## config.mk

```make
export PLATFORM = sky130hd
export DESIGN_NAME = mem_arbiter
export DESIGN_NICKNAME = d
export VERILOG_FILES = /design/src/rtl/mem_arbiter.sv
export SDC_FILE = /design/constraint.sdc
export NUM_CORES = 1
export LEC_CHECK = 0
export ABC_CLOCK_PERIOD_IN_PS = 3100
export BUFFER_PORTS_ARGS = -buffer_cell sky130_fd_sc_hd__buf_2
export CORE_UTILIZATION = 47
export DETAILED_ROUTE_END_ITERATION = 6
export PLACE_DENSITY = 0.81
export SLEW_MARGIN = 20
export SYNTH_ARGS = -nofsm -noshare
export SYNTH_HDL_FRONTEND = slang
export SYNTH_SLANG_ARGS = --single-unit
```

## constraint.sdc

```tcl
create_clock -name clk -period 3.1 [get_ports clk]
set_input_delay 0.31 -clock clk [delete_from_list [all_inputs] [get_ports clk]]
set_output_delay 0.31 -clock clk [all_outputs]
set_load 0.01 [all_outputs]
```

## src/rtl/mem_arbiter.sv

```systemverilog
// Two-port memory arbiter: an instruction-fetch port and a data port share a
// single-port synchronous RAM. Requests are serialised one at a time through a
// small FSM. The data port normally wins when both ports ask at once, and a
// starvation counter forces a fetch grant after STARVE_MAX back-to-back data
// grants. Misaligned or out-of-range addresses are answered with an error
// response and never reach the RAM.
module mem_arbiter #(
  parameter int WORD_LEN   = 32,
  parameter int RAM_AW     = 14,
  parameter int STARVE_MAX = 4
) (
  input  logic                clk,
  input  logic                rst_n,

  input  logic                i_req_valid,
  output logic                i_req_ready,
  input  logic [WORD_LEN-1:0] i_addr,
  output logic                i_resp_valid,
  output logic [WORD_LEN-1:0] i_rdata,
  output logic                i_err,

  input  logic                d_req_valid,
  output logic                d_req_ready,
  input  logic [WORD_LEN-1:0] d_addr,
  input  logic                d_wen,
  input  logic [3:0]          d_wstrb,
  input  logic [WORD_LEN-1:0] d_wdata,
  output logic                d_resp_valid,
  output logic [WORD_LEN-1:0] d_rdata,
  output logic                d_err,

  output logic                ram_en,
  output logic [3:0]          ram_we,
  output logic [RAM_AW-1:0]   ram_addr,
  output logic [WORD_LEN-1:0] ram_wdata,
  input  logic [WORD_LEN-1:0] ram_rdata
);

  localparam int CW = $clog2(STARVE_MAX + 1);
  localparam logic [CW-1:0] STARVE_LIM = CW'(STARVE_MAX);

  typedef enum logic [1:0] {
    IDLE  = 2'd0,
    ISSUE = 2'd1,
    WAIT  = 2'd2,
    ERR   = 2'd3
  } state_t;

  state_t              r_state;
  logic [CW-1:0]       r_starve;
  logic                r_isData;
  logic                r_wen;

  logic                r_iRespValid;
  logic [WORD_LEN-1:0] r_iRdata;
  logic                r_iErr;
  logic                r_dRespValid;
  logic [WORD_LEN-1:0] r_dRdata;
  logic                r_dErr;

  logic                r_ramEn;
  logic [3:0]          r_ramWe;
  logic [RAM_AW-1:0]   r_ramAddr;
  logic [WORD_LEN-1:0] r_ramWdata;

  logic                w_idle;
  logic                w_starved;
  logic                w_pickData;
  logic                w_grantData;
  logic                w_grantInstr;
  logic                w_accept;
  logic [WORD_LEN-1:0] w_addr;
  logic                w_wen;
  logic                w_misaligned;
  logic                w_outOfRange;
  logic                w_addrErr;

  // Ready is gated by rst_n so both readies read 0 while reset is held, yet a
  // request can still be taken on the very first edge after release.
  assign w_idle       = rst_n && (r_state == IDLE);
  assign w_starved    = i_req_valid && (r_starve == STARVE_LIM);
  assign w_pickData   = d_req_valid && !w_starved;
  assign d_req_ready  = w_idle && w_pickData;
  assign i_req_ready  = w_idle && !w_pickData;
  assign w_grantData  = d_req_ready && d_req_valid;
  assign w_grantInstr = i_req_ready && i_req_valid;
  assign w_accept     = w_grantData || w_grantInstr;

  // Fetches are always reads, so d_wen only matters for a data grant.
  assign w_addr       = w_grantData ? d_addr : i_addr;
  assign w_wen        = w_grantData && d_wen;
  assign w_misaligned = (w_addr[1:0] != 2'b00);
  assign w_addrErr    = w_misaligned || w_outOfRange;

  // Anything above the top RAM byte address bit means the access is past the RAM.
  generate
    if (RAM_AW + 2 < WORD_LEN) begin : g_rangeCheck
      assign w_outOfRange = |w_addr[WORD_LEN-1:RAM_AW+2];
    end else begin : g_noRangeCheck
      assign w_outOfRange = 1'b0;
    end
  endgenerate

  assign i_resp_valid = r_iRespValid;
  assign i_rdata      = r_iRdata;
  assign i_err        = r_iErr;
  assign d_resp_valid = r_dRespValid;
  assign d_rdata      = r_dRdata;
  assign d_err        = r_dErr;
  assign ram_en       = r_ramEn;
  assign ram_we       = r_ramWe;
  assign ram_addr     = r_ramAddr;
  assign ram_wdata    = r_ramWdata;

  // Starvation counter: counts data grants made while a fetch is waiting.
  always_ff @(posedge clk or negedge rst_n) begin
    if (!rst_n) begin
      r_starve <= '0;
    end else if (!i_req_valid || w_grantInstr) begin
      r_starve <= '0;
    end else if (w_grantData && (r_starve != STARVE_LIM)) begin
      r_starve <= r_starve + CW'(1);
    end
  end

  // Transaction FSM with registered RAM strobes and response outputs.
  always_ff @(posedge clk or negedge rst_n) begin
    if (!rst_n) begin
      r_state      <= IDLE;
      r_isData     <= 1'b0;
      r_wen        <= 1'b0;
      r_iRespValid <= 1'b0;
      r_iRdata     <= '0;
      r_iErr       <= 1'b0;
      r_dRespValid <= 1'b0;
      r_dRdata     <= '0;
      r_dErr       <= 1'b0;
      r_ramEn      <= 1'b0;
      r_ramWe      <= 4'b0000;
      r_ramAddr    <= '0;
      r_ramWdata   <= '0;
    end else begin
      r_iRespValid <= 1'b0;
      r_dRespValid <= 1'b0;
      r_ramEn      <= 1'b0;
      r_ramWe      <= 4'b0000;
      case (r_state)
        IDLE: begin
          if (w_accept) begin
            r_isData <= w_grantData;
            r_wen    <= w_wen;
            if (w_addrErr) begin
              r_state <= ERR;
              if (w_grantData) begin
                r_dRespValid <= 1'b1;
                r_dErr       <= 1'b1;
                r_dRdata     <= '0;
              end else begin
                r_iRespValid <= 1'b1;
                r_iErr       <= 1'b1;
                r_iRdata     <= '0;
              end
            end else begin
              r_state   <= ISSUE;
              r_ramAddr <= w_addr[RAM_AW+1:2];
              if (w_wen) begin
                r_ramEn    <= |d_wstrb;
                r_ramWe    <= d_wstrb;
                r_ramWdata <= d_wdata;
              end else begin
                r_ramEn <= 1'b1;
              end
            end
          end
        end
        ISSUE: begin
          if (r_wen) begin
            r_state      <= IDLE;
            r_dRespValid <= 1'b1;
            r_dErr       <= 1'b0;
            r_dRdata     <= '0;
          end else begin
            r_state <= WAIT;
          end
        end
        WAIT: begin
          r_state <= IDLE;
          if (r_isData) begin
            r_dRespValid <= 1'b1;
            r_dErr       <= 1'b0;
            r_dRdata     <= ram_rdata;
          end else begin
            r_iRespValid <= 1'b1;
            r_iErr       <= 1'b0;
            r_iRdata     <= ram_rdata;
          end
        end
        ERR: begin
          r_state <= IDLE;
        end
        default: begin
          r_state <= IDLE;
        end
      endcase
    end
  end

endmodule

```

* Yosys cells after proc, flatten, opt, wreduce, memory -nomap -nowiden
Cells that the tools add are included.
Word-level totals: register bits 126, latch bits 0, memory bits (writable) 0, ROM bits 0, bits of input ports 137, output and inout port bits 121, logic and storage cells 104, memories 0
Cells by class: add/sub/neg operators 1, multiply operators 0, div/mod/pow operators 0, magnitude comparators 0, equality and inequality tests 12, shift-type cells 0, muxes and demuxes 48, bitwise gates (word level) 1, reduce and logical (&&, ||, !) cells 28
Operators with widths (number):
- 2-to-1 mux 32 bit | 10
- one-hot mux 32 bit (3 select lines) | 1
- one-hot mux 32 bit (2 select lines) | 1
- 2-to-1 mux 1 bit | 22
- 2-to-1 mux 4 bit | 4
- OR reduction 16 bit | 1
- inequality test 2 bit, second input constant | 7
- logical AND 1 bit | 9
- 2-to-1 mux 2 bit | 3
- 2-to-1 mux 3 bit | 2
- one-hot mux 1 bit (3 select lines) | 2
- one-hot mux 2 bit (3 select lines) | 1
- AND reduction 6 bit | 1
- nonzero test 2 bit | 3
- AND reduction 5 bit | 1
- == test 2 bit, second input constant | 2
- one-hot mux 1 bit (2 select lines) | 2
- AND reduction 4 bit | 1
- OR reduction 4 bit | 1
- adder 3 x 1 -> 3 bit, second input constant | 1
- == test 3 bit, second input constant | 1
- logical NOT 1 bit | 3
- logical OR 1 bit | 3
- inequality test 3 bit, second input constant | 1
- other kinds (7) | 7

* Depth between registers and ports, before layout
Gate-level depths: netlist of run 1.
word-level depth 12, depth in mapped cells 9, depth with buffers taken out 8

* Worst setup path before layout of run 1
OpenSTA, ideal clock, no wires.
path type register to register, from reg r_state[0], to reg r_ramAddr[0] (netlist: ram_addr[0]), setup time 0.125 ns, arrival 2.196 ns, setup slack 0.779 ns, cell stages (with the launch flop) 9, path through dfrtp_1 inv_1 ha_1 nand4_1 buf_2 or3_1 a21oi_4 buf_12 mux2_4
On the way: longest elaborated chain between the ends 9
Ends and longest elaborated chain:
- from (decl) | line 49 | state_t r_state;
- from (signal assigned) | line 129 | r_state <= IDLE;
- from (signal assigned) | line 153 | r_state <= ERR;
- from (signal assigned) | line 164 | r_state <= ISSUE;
- logical NOT 2 bit * | line 80, 147
- logical AND 1 bit | line 80 | assign w_idle = rst_n && (r_state == IDLE);
- logical AND 1 bit | line 83 | assign d_req_ready = w_idle && w_pickData;
- logical AND 1 bit | line 85 | assign w_grantData = d_req_ready && d_req_valid;
- 2-to-1 mux 32 bit | line 90 | assign w_addr = w_grantData ? d_addr : i_addr;
- OR reduction 16 bit or nonzero test 2 bit (tied branches) | line 98, 92
- logical OR 1 bit | line 93 | assign w_addrErr = w_misaligned || w_outOfRange;
- inverter 1 bit (no line)
- AND reduction 3 bit (no line)
- to (signal assigned) | line 165 | r_ramAddr <= w_addr[RAM_AW+1:2];
- to (decl) | line 63 | logic [RAM_AW-1:0] r_ramAddr;
Mark *: on every way between the ends. The rest lies on a longest branch, timed or not. A chain may end at the register's enable or synchronous reset.

* Worst setup path after layout of run 1
from reg r_state[0], to reg r_ramAddr[9] (netlist: ram_addr[9])
The elaborated chain is that of the path after synthesis.

==> flow_summary.ini, run 1 <==
[clock_network]
post-cts-setup-buffers = 0
cts-buffers-inserted = 17
ctsHtreeMaxLevel = 4
insertion_delay_ns = 0.41
clock_path_buffers = 2
root_buffer = clkbuf_16
path_clk_slew_ns = 0.05
cts_tree = yes
cts-resized-gates = 0
clock-sinks = 126

[power]
powerDensity_mw_per_mm2 = 817
clock_power_share = 0.329
swShare = 0.306
power.internal_w = 0.00426
power_frac_comb = 0.326
peakVddDrop_uv = 660
p_seq_frac = 0.345
p_sw_w = 0.00188
p_leak_nw = 4.21
power.total_w = 0.00614

[sta]
finalSetupViolCount = 0
slew_violations = 0
finalHoldViolations = 0
slew_headroom = 0.367
post-route-period-util = 0.850
rsz0062_at_grt = false
period_minus_slack_ns = 2.64
tightest_slew_ns = 0.949
setup_tns_ns = 0
max_freq_mhz = 379
skew_ns = 0.0118

[synth]
yosysSeqAreaShare = 0.581
synth.distinct_cells = 31
syn_nets = 558
synth_top_area_cell = dfrtp_1
synth.top_cells.by_area = dfrtp_1 (58%), mux2_2 (21%), and2_1 (4.4%), nand2_1 (4.1%), mux2_4 (2.8%)
synth_top_cell_area_share = 0.581
yosysWarnings = 0
ys.flop_type = dfrtp_1
synth_seq_cells = 126
synthCells = 413
syn_area_mm2 = 0.00543
syn_avg_cell_area_um2 = 13.2
synth_edf_count = 0
synthArstFlopShare = 1.00

[setup_path]
cp-start-kind = flip-flop
arrival_ns = 2.93
end_kind = flip-flop
regToRegSetupSlack_ns = 0.46
crit_fanout = 14
critical_path_class = reg2reg
required_ns = 3.39

[routing]
vias = 4113
postRouteAntennaNets = 0
first_iter_violations = 178
avgRoutedWirePerCell_um = 15.8
drt_first_pass_iters = 4
drt-total-wl_um = 13200
drc_errors = 0
drt-vias-per-instance = 4.93

[place]
portBuffers = 257
gp_congestion = 0.825
hpwlAfterDp_um = 9790

[grt]
antenna_found_initial = 0
overflow = 0
grt_max_degree = 78
grt_pass1_vias = 4380
grt_pass1_wl_um = 20600
grt_usage = 0.230

[floorplanning]
design.core.area_mm2 = 0.0110
die_area_mm2 = 0.0120
die_w_um = 110
io_pins = 258
die_h_um = 110
start_util = 0.492
rows = 38

[cells_and_area]
final_cell_mix = buf_2 (256), dfrtp_1 (126), mux2_2 (101)
nNetsFinal = 827
drive_above_1_share = 0.596
num_antenna_cells = 0
area_growth_pct = 38.3
final_common_cell = buf_2

[flow_run]
maxCapViolCount = 0

[hold_path]
holdCritPathClass = in2reg

[outcome]
status = complete, no violations
## sequential cells by signal, summed over array words and instances, names as in the netlist
name,count
d_resp_valid,1
i_rdata,32
ram_wdata,32
ram_en,1
i_resp_valid,1
r_isData,1
d_rdata,32
d_err,1
ram_we,4
r_starve,3
i_err,1
ram_addr,14
r_state,2
r_wen,1
## cell families after synthesis
| family | after synthesis | share of synthesized area |
|---|---|---|
| AO/OA/AOI/OAI | 19 | 0.0233 |
| multiplexers | 112 | 0.239 |
| adder cells (fa/ha/maj) | 8 | 0.0184 |
| AND/OR/NAND/NOR | 124 | 0.117 |
| flip-flops | 126 | 0.581 |
| buffers and inverters | 24 | 0.0219 |
## Yosys cell counts (2+ instances only)
master / n
dfrtp_1: 126
mux2_2: 101
nand2_1: 59
and2_1: 38
buf_2: 10
mux2_4: 10
ha_1: 8
nor4_1: 8
inv_1: 7
o21ai_0: 5
a21oi_1: 4
clkbuf_1: 4
a21boi_0: 3
nand3_1: 3
nor2_1: 3
nor3b_1: 3
a31oi_1: 2
nand4_1: 2
nor3_1: 2
nor3_2: 2
o211ai_1: 2
or4_4: 2
## per-stage QoR
stage	hold slack, ns	area, um2	worst slack [ns]	std cells	util
floorplan	0.0144	5430	0.779	413	-
global placement	0.120	6890	0.586	802	0.625
detailed placement	0.120	6890	0.463	802	0.625
CTS	0.114	7510	0.443	835	0.681
global route	0.116	7510	0.304	835	0.681
finish	0.131	7510	0.464	835	0.681
## what timing repair did
action | in CTS | in global routing
hold buffers | 1 | 0
endpoints found under the hold margin | 1 | 0
endpoints found under the setup margin | 0 | 0
## layer usage
metal	wire length, um	global-route usage	up-vias
met5	0	0	-
met2	6910	0.398	139
met4	307	0.105	0
met3	711	0.0634	24
met1	5250	0.265	1990
li1	-	-	1960
## power by group through the flow
stage / Combinational, W / Clock, W / Sequential (W)
2_1_floorplan: 0.00121 / 0 / 0.00224
3_3_place_gp: 0.00197 / 0 / 0.00212
3_5_place_dp: 0.00201 / 0 / 0.00214
4_1_cts: 0.00203 / 0.00205 / 0.00212
5_1_grt: 0.00219 / 0.00212 / 0.00215
6_report: 0.00200 / 0.00202 / 0.00212
## critical path: stages, from the launching register on
cell	delay [ns]
dfrtp_1	0.39
inv_1	0.11
ha_1	0.29
nand4_1	0.18
inv_2	0.05
or4_4	0.57
a21oi_4	0.52
mux2_2	0.40
## cell type report
| type | instances | area (um2) |
|---|---|---|
| Inverter | 8 | 30.0 |
| Sequential cell | 126 | 3150 |
| Multi-Input combinational cell | 263 | 2180 |
| Clock buffer | 22 | 474 |
| Fill cell | 840 | 3520 |
| Timing Repair Buffer | 266 | 1360 |
| Clock inverter | 10 | 136 |
| Tap cell | 140 | 175 |
## final timing paths
path,start,endpoint,depth (start not counted)
max reg2reg,r_state[0],ram_addr[9],7
min,d_wdata[4],ram_wdata[4],2
min reg2reg,ram_wdata[21],ram_wdata[21],1
max in group asynchronous,rst_n,r_state[0],4
max,r_state[0],ram_addr[9],7
min in group asynchronous,rst_n,r_isData,2
No activity file was read; power rests on OpenSTA's default activity.
==> inputs of run 2 (changes only) <==
--- a/config.mk
+++ b/config.mk
@@ -5,11 +5,12 @@
 export SDC_FILE = /design/constraint.sdc
 export NUM_CORES = 1
 export LEC_CHECK = 0
+export ABC_AREA = 1
 export ABC_CLOCK_PERIOD_IN_PS = 3100
-export BUFFER_PORTS_ARGS = -buffer_cell sky130_fd_sc_hd__buf_2
+export BUFFER_PORTS_ARGS = -buffer_cell sky130_fd_sc_hd__clkbuf_2
 export CORE_UTILIZATION = 47
 export DETAILED_ROUTE_END_ITERATION = 6
-export PLACE_DENSITY = 0.81
+export PLACE_DENSITY = 0.8
 export SLEW_MARGIN = 20
 export SYNTH_ARGS = -nofsm -noshare
 export SYNTH_HDL_FRONTEND = slang
==> run 2 against run 1 <==
- the run now ends with design-rule violations left
- hold slack lost 0.048 ns
- sequential power grew 4%
- global-route usage grew 2.6 points
- largest power group unchanged
- critical path type unchanged
- critical endpoint is now ram_wdata[25]
- die area grew 4.0%
==> flow_summary.ini, run 2 <==
[cells_and_area]
stdcell_area_mm2 = 0.00771
nNetsFinal = 1117
area_growth_pct = 36.4
utilization = 0.667
instances_no_fill = 1128
drive_above_1_share = 0.317
final_cell_mix = nand2_1 (372), clkbuf_2 (256), dfrtp_1 (126)
final_common_cell = nand2_1
num_antenna_cells = 0

[hold_path]
holdCritPathClass = in2async

[place]
hpwlAfterDp_um = 10600
portBuffers = 257
gp_congestion = 0.826
placedCellCount = 1096
placed_cell_area_mm2 = 0.00707

[routing]
drc_errors = 15
first_iter_violations = 445
drt-total-wl_um = 14800
drt-vias-per-instance = 4.78
postRouteAntennaNets = 0
avgRoutedWirePerCell_um = 13.2
drt_first_pass_iters = 7
vias = 5389

[sta]
setup_tns_ns = 0
skew_ns = 0.00742
holdWs_ns = 0.0831
finalSetupViolCount = 0
finalHoldViolations = 0
rsz0062_at_grt = false
max_freq_mhz = 362
slew_headroom = 0.445
post-route-period-util = 0.892
tightest_slew_ns = 0.832
slew_violations = 0
period_minus_slack_ns = 2.76

[clock_network]
root_buffer = clkbuf_16
path_clk_slew_ns = 0.06
cts-buffers-inserted = 17
ctsHtreeMaxLevel = 4
clock-sinks = 126
clock_path_buffers = 2
insertion_delay_ns = 0.41
cts_tree = yes

[grt]
antenna_found_initial = 0
overflow = 0
grt_usage = 0.255
grt_pass1_vias = 5344
grt_pass1_wl_um = 25100
grt_max_degree = 69

[floorplanning]
die_area_mm2 = 0.0125
start_util = 0.489
io_pins = 258
design.core.area_mm2 = 0.0116
die_h_um = 112
die_w_um = 112
rows = 39

[synth]
syn_area_mm2 = 0.00565
synth.top_cells.by_area = dfrtp_1 (56%), nand2_1 (25%), nand3_1 (6.1%), inv_1 (3.3%), nor2_1 (2.1%)
synth.distinct_cells = 23
yosysSeqAreaShare = 0.558
synthCells = 719
synth_top_area_cell = dfrtp_1
synth_seq_cells = 126
synth_top_cell_area_share = 0.558
yosysWarnings = 0
syn_nets = 864
ys.flop_type = dfrtp_1
syn_avg_cell_area_um2 = 7.86
synthArstFlopShare = 1.00
synth_common_cells = nand2_1 (372), dfrtp_1 (126), nand3_1 (69), inv_1 (50), nor2_1 (32)
synth_most_common_cell = nand2_1
synth_edf_count = 0

[setup_path]
cp-start-kind = flip-flop
reg2reg_depth = 13
startpoint = r_state[0]
crit_fanout = 32
required_ns = 3.45
r2r-start = r_state[0]
regToRegSetupSlack_ns = 0.34
critical_path_class = reg2reg
arrival_ns = 3.11
critPathCapture = ram_wdata[25]
end_kind = flip-flop
r2r-end = ram_wdata[25]

[power]
p_leak_nw = 4.89
powerDensity_mw_per_mm2 = 835
peakVddDrop_uv = 492

[outcome]
status = finished with violations
violations = design-rule violations

[flow_run]
maxCapViolCount = 0
[run 2: cell families after synthesis]
logic type | count (synthesis) | share of synthesized area
flops | 126 | 0.558
simple gates | 485 | 0.347
buf+inv | 87 | 0.0629
compound gates | 13 | 0.0146
fa+ha+maj | 8 | 0.0177
[run 2: critical path: stages, from the launching register on]
cell and delay (ns):
dfrtp_1 0.43, inv_1 0.14, ha_1 0.35, nand2_2 0.17
inv_2 0.09, nand3_2 0.17, inv_2 0.10, nand2_1 0.05
nand2_1 0.18, nand3_2 0.35, nor2_2 0.17, buf_4 0.32
nand2_1 0.10, nand2_1 0.07
[run 2: what timing repair did]
| item | 4_1_cts | 5_1_grt |
|---|---|---|
| gates resized for setup | 0 | 1 |
| setup buffers | 0 | 0 |
| endpoints found under the setup margin | 0 | 1 |
| hold buffers | 0 | 0 |
[run 2: layer usage]
metal / global-route usage / vias up / share of wire
li1: - / 2699 / -
met1: 0.325 / 2454 / 0.43
met2: 0.421 / 214 / 0.49
met3: 0.0599 / 22 / 0.066
met4: 0.105 / 0 / 0.016
met5: 0 / - / 0
[run 2: worst min-delay path by stage]
stage | cells past startpoint | from | slack [ns] | endpoint
2_1_floorplan | 0 | rst_n | 0.01 | d_err
3_3_place_gp | 2 | d_rdata[9] | 0.45 | d_rdata[9]
3_5_place_dp | 2 | i_rdata[8] | 0.46 | i_rdata[8]
4_1_cts | 3 | d_wdata[22] | 0.08 | ram_wdata[22]
5_1_grt | 3 | d_wdata[22] | 0.09 | ram_wdata[22]
6_report | 2 | rst_n | 0.08 | r_state[1]
[run 2: layout make-up]
class	instances	area (um2)
clock inverter	14	191
timing repair buffer	269	1390
fill	1035	3850
multi-input combinational	506	2160
inverter	52	195
sequential	126	3150
tap	143	179
clock buffer	18	439
[run 2: metrics by stage]
step,total power [W],setup WS (ns)
2_1_floorplan,0.00353,1.00
3_3_place_gp,0.00433,0.512
3_5_place_dp,0.00438,0.368
4_1_cts,0.00650,0.350
5_1_grt,0.00685,0.0236
6_report,0.00644,0.335
[run 2: where the power goes]
part,switching (W),internal [W]
Sequential,0.000205,0.00199
Clock,0.000736,0.00137
Combinational,0.00143,0.000713
Total,0.00237,0.00407
==> inputs of run 3 (changes only) <==
--- a/config.mk
+++ b/config.mk
@@ -6,11 +6,11 @@
 export NUM_CORES = 1
 export LEC_CHECK = 0
 export ABC_AREA = 1
-export ABC_CLOCK_PERIOD_IN_PS = 3100
+export ABC_CLOCK_PERIOD_IN_PS = 3200
 export BUFFER_PORTS_ARGS = -buffer_cell sky130_fd_sc_hd__clkbuf_2
-export CORE_UTILIZATION = 47
+export CORE_UTILIZATION = 50
 export DETAILED_ROUTE_END_ITERATION = 6
-export PLACE_DENSITY = 0.8
+export PLACE_DENSITY = 0.85
 export SLEW_MARGIN = 20
 export SYNTH_ARGS = -nofsm -noshare
 export SYNTH_HDL_FRONTEND = slang
==> constraint.sdc (replaced) <==
create_clock -name clk -period 3.2 [get_ports clk]
set_input_delay 0.32 -clock clk [delete_from_list [all_inputs] [get_ports clk]]
set_output_delay 0.32 -clock clk [all_outputs]
set_load 0.01 [all_outputs]
==> run 3 against run 2 <==
- the flow now finishes without violations
- setup slack better by 0.18 ns
- via count up 1.2%
- non-clock buffer count up 1
- final cell count is 0.18% lower
- total power is 3.9% lower
- die area fell by 5.9%
- global-route usage grew 1.4 points
- count of clock-buffer cells in the layout fell by 1
- utilization rose by 3.5 points
- register-to-register slack gained 0.18 ns
- clock power is 5% lower
- hold slack got worse by 0.013 ns
==> flow_summary.ini, run 3 (synthesis gave the netlist of run 2 again) <==
[sta]
max_freq_mhz = 373
post-route-period-util = 0.838
tightest_slew_ns = 0.878
slew_headroom = 0.415
period_minus_slack_ns = 2.68
worst_slack_ns = 0.519
skew_ns = 0.0100
finalSetupViolCount = 0
rsz0062_at_grt = false
setup_tns_ns = 0
slew_violations = 0
finalHoldViolations = 0

[place]
hpwlAfterDp_um = 10800
portBuffers = 257
gp_congestion = 0.819
placedCellCount = 1094
dp_slack_ns = 0.537

[power]
clock_power_share = 0.323
power.total_w = 0.00619
swShare = 0.377
p_leak_nw = 4.89
power_frac_comb = 0.333
peakVddDrop_uv = 535
p_seq_frac = 0.344
powerDensity_mw_per_mm2 = 807
power.internal_w = 0.00386
p_sw_w = 0.00233

[setup_path]
required_ns = 3.54
startpoint = r_state[0]
reg2reg_depth = 13
regToRegSetupSlack_ns = 0.52
r2r-start = r_state[0]
arrival_ns = 3.02
critical_path_class = reg2reg
cp-start-kind = flip-flop
crit_fanout = 32
r2r-end = ram_wdata[5]
critPathCapture = ram_wdata[5]
end_kind = flip-flop

[floorplanning]
io_pins = 258
die_area_mm2 = 0.0117
start_util = 0.517
rows = 38
die_h_um = 108
design.core.area_mm2 = 0.0109
die_w_um = 108

[grt]
grt_usage = 0.269
grt_pass1_wl_um = 24300
grt_max_degree = 73
antenna_found_initial = 0
overflow = 0
grt_pass1_vias = 5172

[cells_and_area]
nNetsFinal = 1118
final_cell_mix = nand2_1 (372), clkbuf_2 (256), dfrtp_1 (126)
final_common_cell = nand2_1
area_growth_pct = 35.8
instances_no_fill = 1126
utilization = 0.702
num_antenna_cells = 0
drive_above_1_share = 0.317

[flow_run]
maxCapViolCount = 0

[clock_network]
holdBufCountCts = 0
insertion_delay_ns = 0.41
post-cts-setup-buffers = 0
cts-resized-gates = 0
clock_path_buffers = 2
root_buffer = clkbuf_16
cts_tree = yes
path_clk_slew_ns = 0.06
ctsHtreeMaxLevel = 4
clock-sinks = 126
cts-buffers-inserted = 17

[routing]
vias = 5456
drt-vias-per-instance = 4.85
avgRoutedWirePerCell_um = 13.4
first_iter_violations = 329
postRouteAntennaNets = 0
drt-total-wl_um = 15100
drt_first_pass_iters = 5
drc_errors = 0

[hold_path]
holdCritPathClass = in2async

[outcome]
status = complete, no violations
-- run 3: stage by stage --
step | instance area, um2 | hold slack [ns]
after global routing | 7670 | 0.0949
final | 7670 | 0.0699
after global placement | 7060 | 0.452
after floorplan | 5650 | 0.0244
after CTS | 7670 | 0.0934
after detailed placement | 7060 | 0.457
-- run 3: layout make-up --
cell class | count | area, um2
well taps | 140 | 175
repair buffers | 270 | 1390
clock inverters | 15 | 185
inverters | 52 | 195
clock buffers | 17 | 425
flip-flops and latches | 126 | 3150
multi-input cells | 506 | 2150
fillers | 890 | 3260
-- run 3: worst min-delay path by stage --
stage,startpoint,end,slack (ns),cells after the start
finish,rst_n,i_rdata[18],0.07,2
global route,d_wdata[10],ram_wdata[10],0.09,3
CTS,d_wdata[12],ram_wdata[12],0.09,3
detailed placement,i_err,i_err,0.46,2
global placement,i_err,i_err,0.45,2
floorplan,rst_n,d_err,0.02,0
-- run 3: power groups by stage --
stage | combinational (W) | clock [W] | sequential (W)
after detailed placement | 0.00208 | 0 | 0.00215
after global routing | 0.00233 | 0.00210 | 0.00217
final | 0.00206 | 0.00200 | 0.00213
after global placement | 0.00204 | 0 | 0.00214
after CTS | 0.00209 | 0.00202 | 0.00213
after floorplan | 0.00116 | 0 | 0.00226
-- run 3: critical path, cell delays in order (launching register included) --
cell,delay (ns)
dfrtp_1,0.43
inv_1,0.13
ha_1,0.31
nand2_2,0.16
inv_2,0.09
nand3_2,0.16
inv_2,0.09
nand2_1,0.05
nand2_1,0.15
nand3_2,0.35
nor2_2,0.18
buf_4,0.32
nand2_1,0.11
nand2_1,0.08
-- run 3: per-layer routing --
metal | vias up | GRT usage | routed length [um]
met5 | - | 0 | 0
met4 | 0 | 0.0859 | 240
met1 | 2501 | 0.330 | 5990
met2 | 237 | 0.465 | 7730
met3 | 19 | 0.0693 | 1120
li1 | 2699 | - | -
